$ cat config.mk
export PLATFORM = sky130hd
export DESIGN_NAME = random_word_arbiter_flat
export DESIGN_NICKNAME = d
export VERILOG_FILES = /design/src/rtl/random_word_arbiter_pkg.sv /design/src/rtl/random_word_arbiter_if.sv /design/src/rtl/random_word_arbiter_rr_pick.sv /design/src/rtl/random_word_arbiter.sv /design/src/flat_wrapper.sv
export SDC_FILE = /design/constraint.sdc
export NUM_CORES = 1
export LEC_CHECK = 0
export BUFFER_PORTS_ARGS = -buffer_cell sky130_fd_sc_hd__buf_2
export CELL_PAD_IN_SITES_DETAIL_PLACEMENT = 1
export CELL_PAD_IN_SITES_GLOBAL_PLACEMENT = 1
export CORE_MARGIN = 3
export CORE_UTILIZATION = 38
export DETAILED_ROUTE_END_ITERATION = 10
export GPL_TIMING_DRIVEN = 1
export PLACE_DENSITY_LB_ADDON = 0.08
export SYNTH_ARGS = -nofsm -noshare
export SYNTH_HDL_FRONTEND = slang
export SYNTH_HIERARCHICAL = 1
export SYNTH_SLANG_ARGS = --single-unit
$ cat constraint.sdc
create_clock -name CLK -period 2.8 [get_ports CLK]
set_input_delay 0.14 -clock CLK [delete_from_list [all_inputs] [get_ports CLK]]
set_output_delay 0.14 -clock CLK [all_outputs]
set_load 0.01 [all_outputs]
$ cat src/rtl/random_word_arbiter_pkg.sv
// Shared definitions for the random word arbiter: FSM state encoding and word width.
package random_word_arbiter_pkg;

    localparam int RND_W = 16;

    typedef enum logic [2:0] {
        S_WARMUP = 3'd0,
        S_IDLE   = 3'd1,
        S_GRANT  = 3'd2,
        S_REFILL = 3'd3,
        S_FAULT  = 3'd4
    } state_t;

endpackage

$ cat src/rtl/random_word_arbiter_if.sv
// Bundle between the entropy source, the arbiter and its consumers.
interface random_word_arbiter_if #(
    parameter int NREQ = 4
);
    import random_word_arbiter_pkg::*;

    logic [RND_W-1:0] rnd_word;
    logic [NREQ-1:0]  req;
    logic [NREQ-1:0]  ack;
    logic [RND_W-1:0] data;
    logic             avail;
    logic             fault;

    modport master (
        output rnd_word, req,
        input  ack, data, avail, fault
    );

    modport slave (
        input  rnd_word, req,
        output ack, data, avail, fault
    );

endinterface

$ cat src/rtl/random_word_arbiter_rr_pick.sv
// Combinational rotating-priority picker: first set request at or after i_ptr wins.
module rr_pick #(
    parameter int NREQ  = 4,
    parameter int PTR_W = (NREQ > 1) ? $clog2(NREQ) : 1
) (
    input  logic [NREQ-1:0]  i_req,
    input  logic [PTR_W-1:0] i_ptr,
    output logic [NREQ-1:0]  o_grant,
    output logic [PTR_W-1:0] o_winner,
    output logic             o_any
);

    logic             w_found;
    logic [PTR_W-1:0] w_idx;
    int               w_sum;

    always_comb begin
        o_grant  = '0;
        o_winner = '0;
        w_found  = 1'b0;
        w_idx    = '0;
        w_sum    = 0;
        for (int k = 0; k < NREQ; k++) begin
            w_sum = int'(i_ptr) + k;
            if (w_sum >= NREQ) begin
                w_sum = w_sum - NREQ;
            end
            w_idx = PTR_W'(w_sum);
            if (!w_found && i_req[w_idx]) begin
                w_found         = 1'b1;
                o_grant[w_idx]  = 1'b1;
                o_winner        = w_idx;
            end
        end
    end

    assign o_any = |i_req;

endmodule

$ cat src/rtl/random_word_arbiter.sv
// Shares one LFSR word source between NREQ requesters with warm-up, reseed gap
// and a sticky repetition health test.
module random_word_arbiter
    import random_word_arbiter_pkg::*;
#(
    parameter int NREQ          = 4,
    parameter int RESEED_CYCLES = 16,
    parameter int WARMUP_CYCLES = 256,
    parameter int STUCK_LIMIT   = 3
) (
    input  logic                 CLK,
    input  logic                 reset,
    random_word_arbiter_if.slave bus
);

    localparam int CNT_W = $clog2(WARMUP_CYCLES + 1);
    localparam int REP_W = $clog2(STUCK_LIMIT + 1);
    localparam int PTR_W = (NREQ > 1) ? $clog2(NREQ) : 1;
    localparam logic [REP_W-1:0] REP_MAX = {REP_W{1'b1}};

    state_t           r_state;
    logic [CNT_W-1:0] r_cnt;
    logic [PTR_W-1:0] r_ptr;
    logic [RND_W-1:0] r_lastWord;
    logic [REP_W-1:0] r_repCnt;
    logic [NREQ-1:0]  r_ack;
    logic [RND_W-1:0] r_data;

    state_t           w_stateNext;
    logic [CNT_W-1:0] w_cntNext;
    logic [PTR_W-1:0] w_ptrNext;
    logic [RND_W-1:0] w_lastNext;
    logic [REP_W-1:0] w_repNext;
    logic [REP_W-1:0] w_repInc;
    logic [NREQ-1:0]  w_ackNext;
    logic [RND_W-1:0] w_dataNext;
    logic [NREQ-1:0]  w_grant;
    logic [PTR_W-1:0] w_winner;
    logic             w_any;

    rr_pick #(
        .NREQ  (NREQ),
        .PTR_W (PTR_W)
    ) u_pick (
        .i_req    (bus.req),
        .i_ptr    (r_ptr),
        .o_grant  (w_grant),
        .o_winner (w_winner),
        .o_any    (w_any)
    );

    // One counter serves both warm-up and refill since the two never overlap.
    always_comb begin
        w_stateNext = r_state;
        w_cntNext   = r_cnt;
        w_ptrNext   = r_ptr;
        w_lastNext  = r_lastWord;
        w_repNext   = r_repCnt;
        w_repInc    = r_repCnt;
        w_ackNext   = '0;
        w_dataNext  = '0;
        case (r_state)
            S_WARMUP: begin
                if (r_cnt == CNT_W'(WARMUP_CYCLES - 1)) begin
                    w_stateNext = S_IDLE;
                    w_cntNext   = '0;
                end else begin
                    w_cntNext = r_cnt + 1'b1;
                end
            end
            S_IDLE: begin
                if (w_any) begin
                    if (bus.rnd_word == r_lastWord) begin
                        w_repInc = (r_repCnt == REP_MAX) ? r_repCnt : r_repCnt + 1'b1;
                    end else begin
                        w_repInc = '0;
                    end
                    w_repNext  = w_repInc;
                    w_lastNext = bus.rnd_word;
                    // A stuck source is never delivered, not even the triggering word.
                    if (w_repInc >= REP_W'(STUCK_LIMIT)) begin
                        w_stateNext = S_FAULT;
                    end else begin
                        w_stateNext = S_GRANT;
                        w_ackNext   = w_grant;
                        w_dataNext  = bus.rnd_word;
                        w_ptrNext   = (w_winner == PTR_W'(NREQ - 1)) ? '0 : w_winner + 1'b1;
                    end
                end
            end
            S_GRANT: begin
                w_stateNext = S_REFILL;
                w_cntNext   = '0;
            end
            S_REFILL: begin
                if (r_cnt == CNT_W'(RESEED_CYCLES - 1)) begin
                    w_stateNext = S_IDLE;
                end else begin
                    w_cntNext = r_cnt + 1'b1;
                end
            end
            S_FAULT: begin
                w_stateNext = S_FAULT;
            end
            default: begin
                w_stateNext = S_WARMUP;
            end
        endcase
    end

    always_ff @(posedge CLK) begin
        if (!reset) begin
            r_state    <= S_WARMUP;
            r_cnt      <= '0;
            r_ptr      <= '0;
            r_lastWord <= '0;
            r_repCnt   <= '0;
            r_ack      <= '0;
            r_data     <= '0;
        end else begin
            r_state    <= w_stateNext;
            r_cnt      <= w_cntNext;
            r_ptr      <= w_ptrNext;
            r_lastWord <= w_lastNext;
            r_repCnt   <= w_repNext;
            r_ack      <= w_ackNext;
            r_data     <= w_dataNext;
        end
    end

    assign bus.ack   = r_ack;
    assign bus.data  = r_data;
    assign bus.avail = (r_state == S_IDLE);
    assign bus.fault = (r_state == S_FAULT);

endmodule

$ cat src/flat_wrapper.sv
// flat-port wrapper written by rule: the top's interface ports become plain ports
module random_word_arbiter_flat import random_word_arbiter_pkg::*;
#(
    parameter int NREQ          = 4,
    parameter int RESEED_CYCLES = 16,
    parameter int WARMUP_CYCLES = 256,
    parameter int STUCK_LIMIT   = 3
)
  (CLK, reset, bus_rnd_word, bus_req, bus_ack, bus_data, bus_avail, bus_fault);
  random_word_arbiter_if #(.NREQ(NREQ)) bus_i ();
  input  logic CLK;
  input  logic reset;
  input wire logic [$bits(bus_i.rnd_word)-1:0] bus_rnd_word;
  input wire logic [$bits(bus_i.req)-1:0] bus_req;
  output wire logic [$bits(bus_i.ack)-1:0] bus_ack;
  output wire logic [$bits(bus_i.data)-1:0] bus_data;
  output wire logic [$bits(bus_i.avail)-1:0] bus_avail;
  output wire logic [$bits(bus_i.fault)-1:0] bus_fault;
  assign bus_i.rnd_word = bus_rnd_word;
  assign bus_i.req = bus_req;
  assign bus_ack = bus_i.ack;
  assign bus_data = bus_i.data;
  assign bus_avail = bus_i.avail;
  assign bus_fault = bus_i.fault;
  random_word_arbiter #(.NREQ(NREQ), .RESEED_CYCLES(RESEED_CYCLES), .WARMUP_CYCLES(WARMUP_CYCLES), .STUCK_LIMIT(STUCK_LIMIT)) u_core (.CLK(CLK), .reset(reset), .bus(bus_i));
endmodule
# Word level (Yosys, flattened, before mapping)
# Index checks and enable logic that the tools add are counted.
[word_totals] register_bits=52 in_bits=22 output_inout_bits=22 wordCells=112
[classes] addsub=10 n_lt_le_gt_ge=13 n_eq_ne=13 mux=44 n_bitwise=7 n_reduce_logical=18
[ops] operator="one-hot mux 9 bit (3 select lines)" n=1
[ops] operator="2-to-1 mux 2 bit" n=13
[ops] operator="2-to-1 mux 9 bit" n=2
[ops] operator="equality test 16 bit" n=1
[ops] operator="2-to-1 mux 4 bit" n=4
[ops] operator="one-hot mux 3 bit (5 select lines)" n=1
[ops] operator="less-than comparator 2 x 3 -> 1 bit (second input constant)" n=4
[ops] operator="2-to-1 mux 3 bit" n=4
[ops] operator="OR 4 bit" n=3
[ops] operator="2-to-1 mux 1 bit" n=11
[ops] operator="adder 9 x 1 -> 9 bit (second input constant)" n=1
[ops] operator="equality test 9 x 4 -> 1 bit (second input constant)" n=1
[ops] operator="equality test 9 x 8 -> 1 bit (second input constant)" n=1
[ops] operator="greater-or-equal comparator 3 bit (second input constant)" n=3
[ops] operator="binary-select mux 1 bit (select 2 bit)" n=4
[ops] operator="demux 1 bit (select 2 bit)" n=4
[ops] operator="greater-or-equal comparator 2 x 1 -> 1 bit (second input constant)" n=4
[ops] operator="OR reduction 4 bit" n=2
[ops] operator="subtractor 2 x 1 -> 2 bit (second input constant)" n=4
[ops] operator="logical AND 1 bit" n=7
[ops] operator="adder 2 x 2 -> 3 bit (second input constant)" n=2
[ops] operator="equality test 3 x 2 -> 1 bit (second input constant)" n=2
[ops] operator="!= test 2 x 1 -> 1 bit (second input constant)" n=3
[ops] operator="AND reduction 3 bit" n=2
[ops] operator="13 further kinds" n=21

# Longest topological paths before layout
[logic_depth] ltp_word=16 ltp_mapped=11 depth_no_buf=10

# Cells and area by module
# Netlist, hierarchy kept.
[by_module_without_submodules] mod="random_word_arbiter" n_inst=1 cells_each=278 area_each_um2=2381.0 seq_area_each_um2=1041.0
[by_module_without_submodules] mod="rr_pick" n_inst=1 cells_each=49 area_each_um2=411.6 seq_area_each_um2=0.0

# Worst setup path before layout
# OpenSTA, ideal clock, no wires.
[synth_timing] path_type="reg-to-reg" start="register u_core.r_ptr[0]" end="register u_core.r_ptr[1]" setup_time_ns=0.122 arrival_time_ns=2.640 required_ns=2.678 setup_slack_ns=0.039 stages_incl_launch_ff=12 path_buffers=1 synth_period_minus_slack_ns=2.761 path_cell_list="dfxtp_1 > buf_2 > inv_1 > ha_1 > mux4_2 > nor2b_1 > o21ai_0 > o31ai_1 > ha_1 > mux2_2 > nand2_1 > mux2i_1"
[synth_between] elab_chain_len=16 elab_cells_between_ends=39 cone_classes="add/sub: 8; order compare: 4; eq/ne: 1; mux: 20; reduce/logical: 6"
[synth_rtl] item="start: declaration" line_no="random_word_arbiter.sv:23" text="logic [PTR_W-1:0] r_ptr;"
[synth_rtl] item="start signal: assignment" line_no="random_word_arbiter.sv:123" text="r_ptr <= w_ptrNext;"
[synth_rtl] item="branches (longest 13 deep; another with adder 2 x 1 -> 3 bit)"
[synth_rtl] item="2-to-1 mux 2 bit (*)" line_no="random_word_arbiter_rr_pick.sv:29" text="if (!w_found && i_req[w_idx]) begin"
[synth_rtl] item="via u_core.w_winner[0]" line_no="random_word_arbiter.sv:38" text="logic [PTR_W-1:0] w_winner;"
[synth_rtl] item="adder 2 x 1 -> 2 bit / equality test 2 bit (equally long branches)" line_no="random_word_arbiter.sv:87" text="w_ptrNext = (w_winner == PTR_W'(NREQ - 1)) ? '0 : w_winner + 1'b1;"
[synth_rtl] item="2-to-1 mux 2 bit (*)" line_no="random_word_arbiter.sv:87"
# Mark *: on every way through the listed nets, which the timed path passes. The select of a mux whose other input is x is not followed.
# A chain may end at the register's enable or synchronous reset.

# Final worst setup path
[layout_timing] start="register u_core.r_ptr[1]" end="register u_core.r_ptr[1]"
# Same word-level chain as after synthesis.

==> out/summary.txt <==
========================================================================================================
Unrepaired setup endpoints after global routing ...........................................           no
# port buffers ............................................................................           43
Number of clock sinks seen by CTS .........................................................           52
Num ports .................................................................................           44
Internal ..................................................................................      1.08 mW
Wire length of the first global-routing pass ..............................................     11700 µm
Clock Power Share .........................................................................        29.9%
Library cell used as clock root buffer .................................................... sky130_fd_sc_hd__clkbuf_8
Final Critical Period .....................................................................      2.60 ns
DR vias/cell ..............................................................................         5.27
Number of storage elements in the synthesis netlist .......................................           52
Synthesized area per cell .................................................................     8.54 µm²
Worst-case clock buffer depth .............................................................            2
Launching element type of the critical path ...............................................     register
# hold bufs at CTS ........................................................................            0
Result of the run .........................................................................    completed
Final worst path period share .............................................................        92.8%
Die Area ..................................................................................     8410 µm²
Worst reg2reg endpoint .................................................................... u_core/r_ptr[1]
Actual transition at the worst max-transition pin .........................................     0.667 ns
Critical Setup Path Class .................................................................      reg2reg
Total negative slack for setup checks .....................................................         0 ns
Count of unresolved DRC violations after routing ..........................................            0
Cell class contributing the biggest share of worst-path delay .............................  adder cells
Largest net degree at the start of global routing .........................................           30
Net Switching .............................................................................       464 µW
Max FO, Critical Path .....................................................................            8
Critical-path cell list ................................................................... inv_1 > ha_1 > mux4_2 > nand2b_1 > o2111ai_1 > a22o_1 > ha_1 > nor3b_1 > o21ai_0 > mux2i_1
Relative slew slack .......................................................................        55.5%
Mapped Cells ..............................................................................          327
Setup violations, final ...................................................................            0
Iteration-0 DRC count of the detailed router ..............................................           60
Antenna violations before repair ..........................................................            0
Endpoint of the worst hold-timing path .................................................... u_core/bus.data[4]
CTS tree ..................................................................................         done
Max Slew Vio Count ........................................................................            0
Element type at the critical path end .....................................................     register
Buf+Inv Stages, Crit Path .................................................................            1
Total number of H-tree levels .............................................................            2
Number of diodes added for antenna fixing .................................................            0
Via count of the first global-routing pass ................................................         2399
Maximum resistive drop on vdd .............................................................   0.000186 V
Startpoint of the most critical hold path ................................................. bus_rnd_word[4]
Cells on Worst Hold Path ..................................................................            3
Total number of vias ......................................................................         2444
CP required ...............................................................................      3.00 ns
Combinational share of power ..............................................................        18.9%
Critical Path Slowest Stage Cell .......................................................... sky130_fd_sc_hd__mux4_2
Top achievable clock speed ................................................................      385 MHz
Count of flip-flops with a built-in enable after synthesis ................................            0
Synth warn ................................................................................            6
Start of the worst register-to-register path .............................................. u_core/r_ptr[1]
Number of endpoints with negative hold slack in the final report ..........................            0
Post-layout net count .....................................................................          398
Depth of the most critical reg-to-reg path ................................................           10
Switch share ..............................................................................        30.0%
Area of the mapped netlist ................................................................     2790 µm²
Power density over the cells ..............................................................   473 nW/µm²
Grt total ovfl ............................................................................            0
Share of power burned in registers ........................................................        51.2%
Placed Area ...............................................................................     3130 µm²
Count of non-filler cells in the finished layout ..........................................          464
Final Total Pwr ...........................................................................      1.55 mW
GPL Wtd Cong ..............................................................................        0.770
Global router's overall resource usage ....................................................        16.8%
Unique cell type count in the Yosys netlist ...............................................           47
Final routed wire length divided by cell count ............................................      15.0 µm
Worst clock skew on the final layout ......................................................    0.0126 ns
Share of synthesized registers carrying an async set or reset .............................           0%
Critical Path Max Stage Delay .............................................................      0.42 ns
Worst EP arrival ..........................................................................      2.80 ns
Count of maximum capacitance violations ...................................................            0
Cell occurring most often along the worst timing path ..................................... sky130_fd_sc_hd__ha_1
Leak Pwr ..................................................................................      1.31 nW
Placed Instances ..........................................................................          453
Post-Synthesis Net Count ..................................................................          358
Height of the chip ........................................................................      91.7 µm
Synth-to-Final Area Change ................................................................        16.9%
Post-CTS clock slew at the launch and capture registers of the worst setup and hold paths .      0.11 ns
Worst hold slack ..........................................................................    0.0541 ns
Number of placement rows ..................................................................           30
Wire length after detailed routing ........................................................      6950 µm
Logic depth of the worst path, buffers included ...........................................           10
Synth top area share ......................................................................        37.3%
Area inside the core boundary .............................................................     6940 µm²
Cell types with the largest area share after synthesis .................................... sky130_fd_sc_hd__dfxtp_1 37%, sky130_fd_sc_hd__nand2_1 9.3%, sky130_fd_sc_hd__xor2_1 5.0%
Initial core utilization ..................................................................        40.2%
Fraction of layout cells with a size suffix above 1 .......................................        21.7%
Sequential share of the synthesized area ..................................................        37.3%
Dominant cell type by area after synthesis ................................................ sky130_fd_sc_hd__dfxtp_1
Insertion delay to the later sink of the worst-skew pair ..................................      0.32 ns
Register-to-Register Setup Slack ..........................................................      0.20 ns
Type of the worst min-delay path ..........................................................       in2reg
Overall die width .........................................................................      91.7 µm
Number of nets with antenna violations after detailed routing .............................            0
Detailed placement HPWL ...................................................................      4890 µm
Clock buffers created by TritonCTS ........................................................            5
Post-route cell area ......................................................................     3270 µm²
Count of TritonRoute iterations in the first routing pass .................................            4
Primary flip-flop cell chosen by synthesis mapping ........................................ sky130_fd_sc_hd__dfxtp_1
========================================================================================================
[worst min-delay path, stage by stage]
cell and delay (ns):
sky130_fd_sc_hd__buf_2 0.12, sky130_fd_sc_hd__nand2_1 0.05, sky130_fd_sc_hd__a21oi_1 0.03
[cells in the final DEF (no fill, tap or decap), drive strengths merged, types with 9 or more instances in the layout]
| cell | instances |
|---|---|
| a21boi | 16 |
| a21oi | 26 |
| buf | 57 |
| dfxtp | 52 |
| ha | 9 |
| mux2i | 9 |
| nand2 | 69 |
| nand2b | 9 |
| o21ai | 14 |
| xor2 | 16 |
[synthesized netlist by cell type (6+ instances only)]
master	number
sky130_fd_sc_hd__a22oi_1	8
sky130_fd_sc_hd__clkbuf_1	19
sky130_fd_sc_hd__nand2_1	69
sky130_fd_sc_hd__mux2i_1	9
sky130_fd_sc_hd__a21boi_0	16
sky130_fd_sc_hd__nor2_1	7
sky130_fd_sc_hd__nand2b_1	9
sky130_fd_sc_hd__o21ai_0	13
sky130_fd_sc_hd__dfxtp_1	52
sky130_fd_sc_hd__a21oi_1	26
sky130_fd_sc_hd__xor2_1	16
sky130_fd_sc_hd__inv_1	6
sky130_fd_sc_hd__nor4_1	6
sky130_fd_sc_hd__nand3_1	7
sky130_fd_sc_hd__ha_1	9
[registers in the layout, summed over array words and instances (netlist names)]
name,count
u_core/r_state,3
u_core/bus.ack,4
u_core/r_cnt,9
u_core/r_repCnt,2
u_core/bus.data,16
u_core/r_ptr,2
u_core/r_lastWord,16
[cell families after synthesis]
| logic type | after synthesis | share of synthesized area (%) |
|---|---|---|
| AOI/OAI and AO/OA | 87 | 21.3 |
| xor gates and xnor gates | 16 | 5.02 |
| adders and majority gates | 9 | 4.03 |
| buffers and inverters | 30 | 4.26 |
| DFF | 52 | 37.3 |
| muxes | 15 | 7.26 |
| and+or+nand+nor | 118 | 20.8 |
[metal layers]
metal | GRT usage (%) | routed length (µm)
met4 | 4.46 | 77
met3 | 3.45 | 232
met2 | 26.8 | 3220
met5 | 0 | 0
met1 | 23.2 | 3420
[through the flow]
| step | util (%) | setup slack (ns) |
|---|---|---|
| 2_1_floorplan | - | 0.0387 |
| 3_3_place_gp | 45.1 | 0.199 |
| 3_5_place_dp | 45.1 | 0.0715 |
| 4_1_cts | 46.5 | 0.0342 |
| 5_1_grt | 47.0 | 0.0313 |
| 6_report | 47.0 | 0.202 |
[how the worst max path moves through the flow]
stage	to	start
after detailed placement	u_core/r_ptr[1]	u_core/r_ptr[0]
final	u_core/r_ptr[1]	u_core/r_ptr[1]
after CTS	u_core/r_ptr[1]	u_core/r_ptr[0]
after floorplan	u_core/r_ptr[1]	u_core/r_ptr[0]
after global placement	u_core/r_ptr[1]	u_core/r_ptr[0]
after global routing	u_core/r_ptr[0]	u_core/r_ptr[1]
[power groups by stage]
stage | clock [mW] | combinational [mW] | sequential (mW)
floorplan | 0 | 0.192 | 0.805
finish | 0.462 | 0.293 | 0.791
global route | 0.508 | 0.330 | 0.796
detailed placement | 0 | 0.286 | 0.808
global placement | 0 | 0.277 | 0.807
CTS | 0.477 | 0.288 | 0.791
[cell type report]
class / instances / area (µm²)
well taps: 96 / 120
clock buffers: 5 / 68.8
multi-input cells: 245 / 1660
inverters: 6 / 22.5
clock inverters: 3 / 27.5
repair buffers: 57 / 320
flip-flops and latches: 52 / 1040
fillers: 854 / 3680
[what timing repair did]
item,CTS,global route
setup endpoints to repair,0,2
resized for setup,0,3
setup buffers,0,3
No activity file was read; power rests on OpenSTA's default activity.
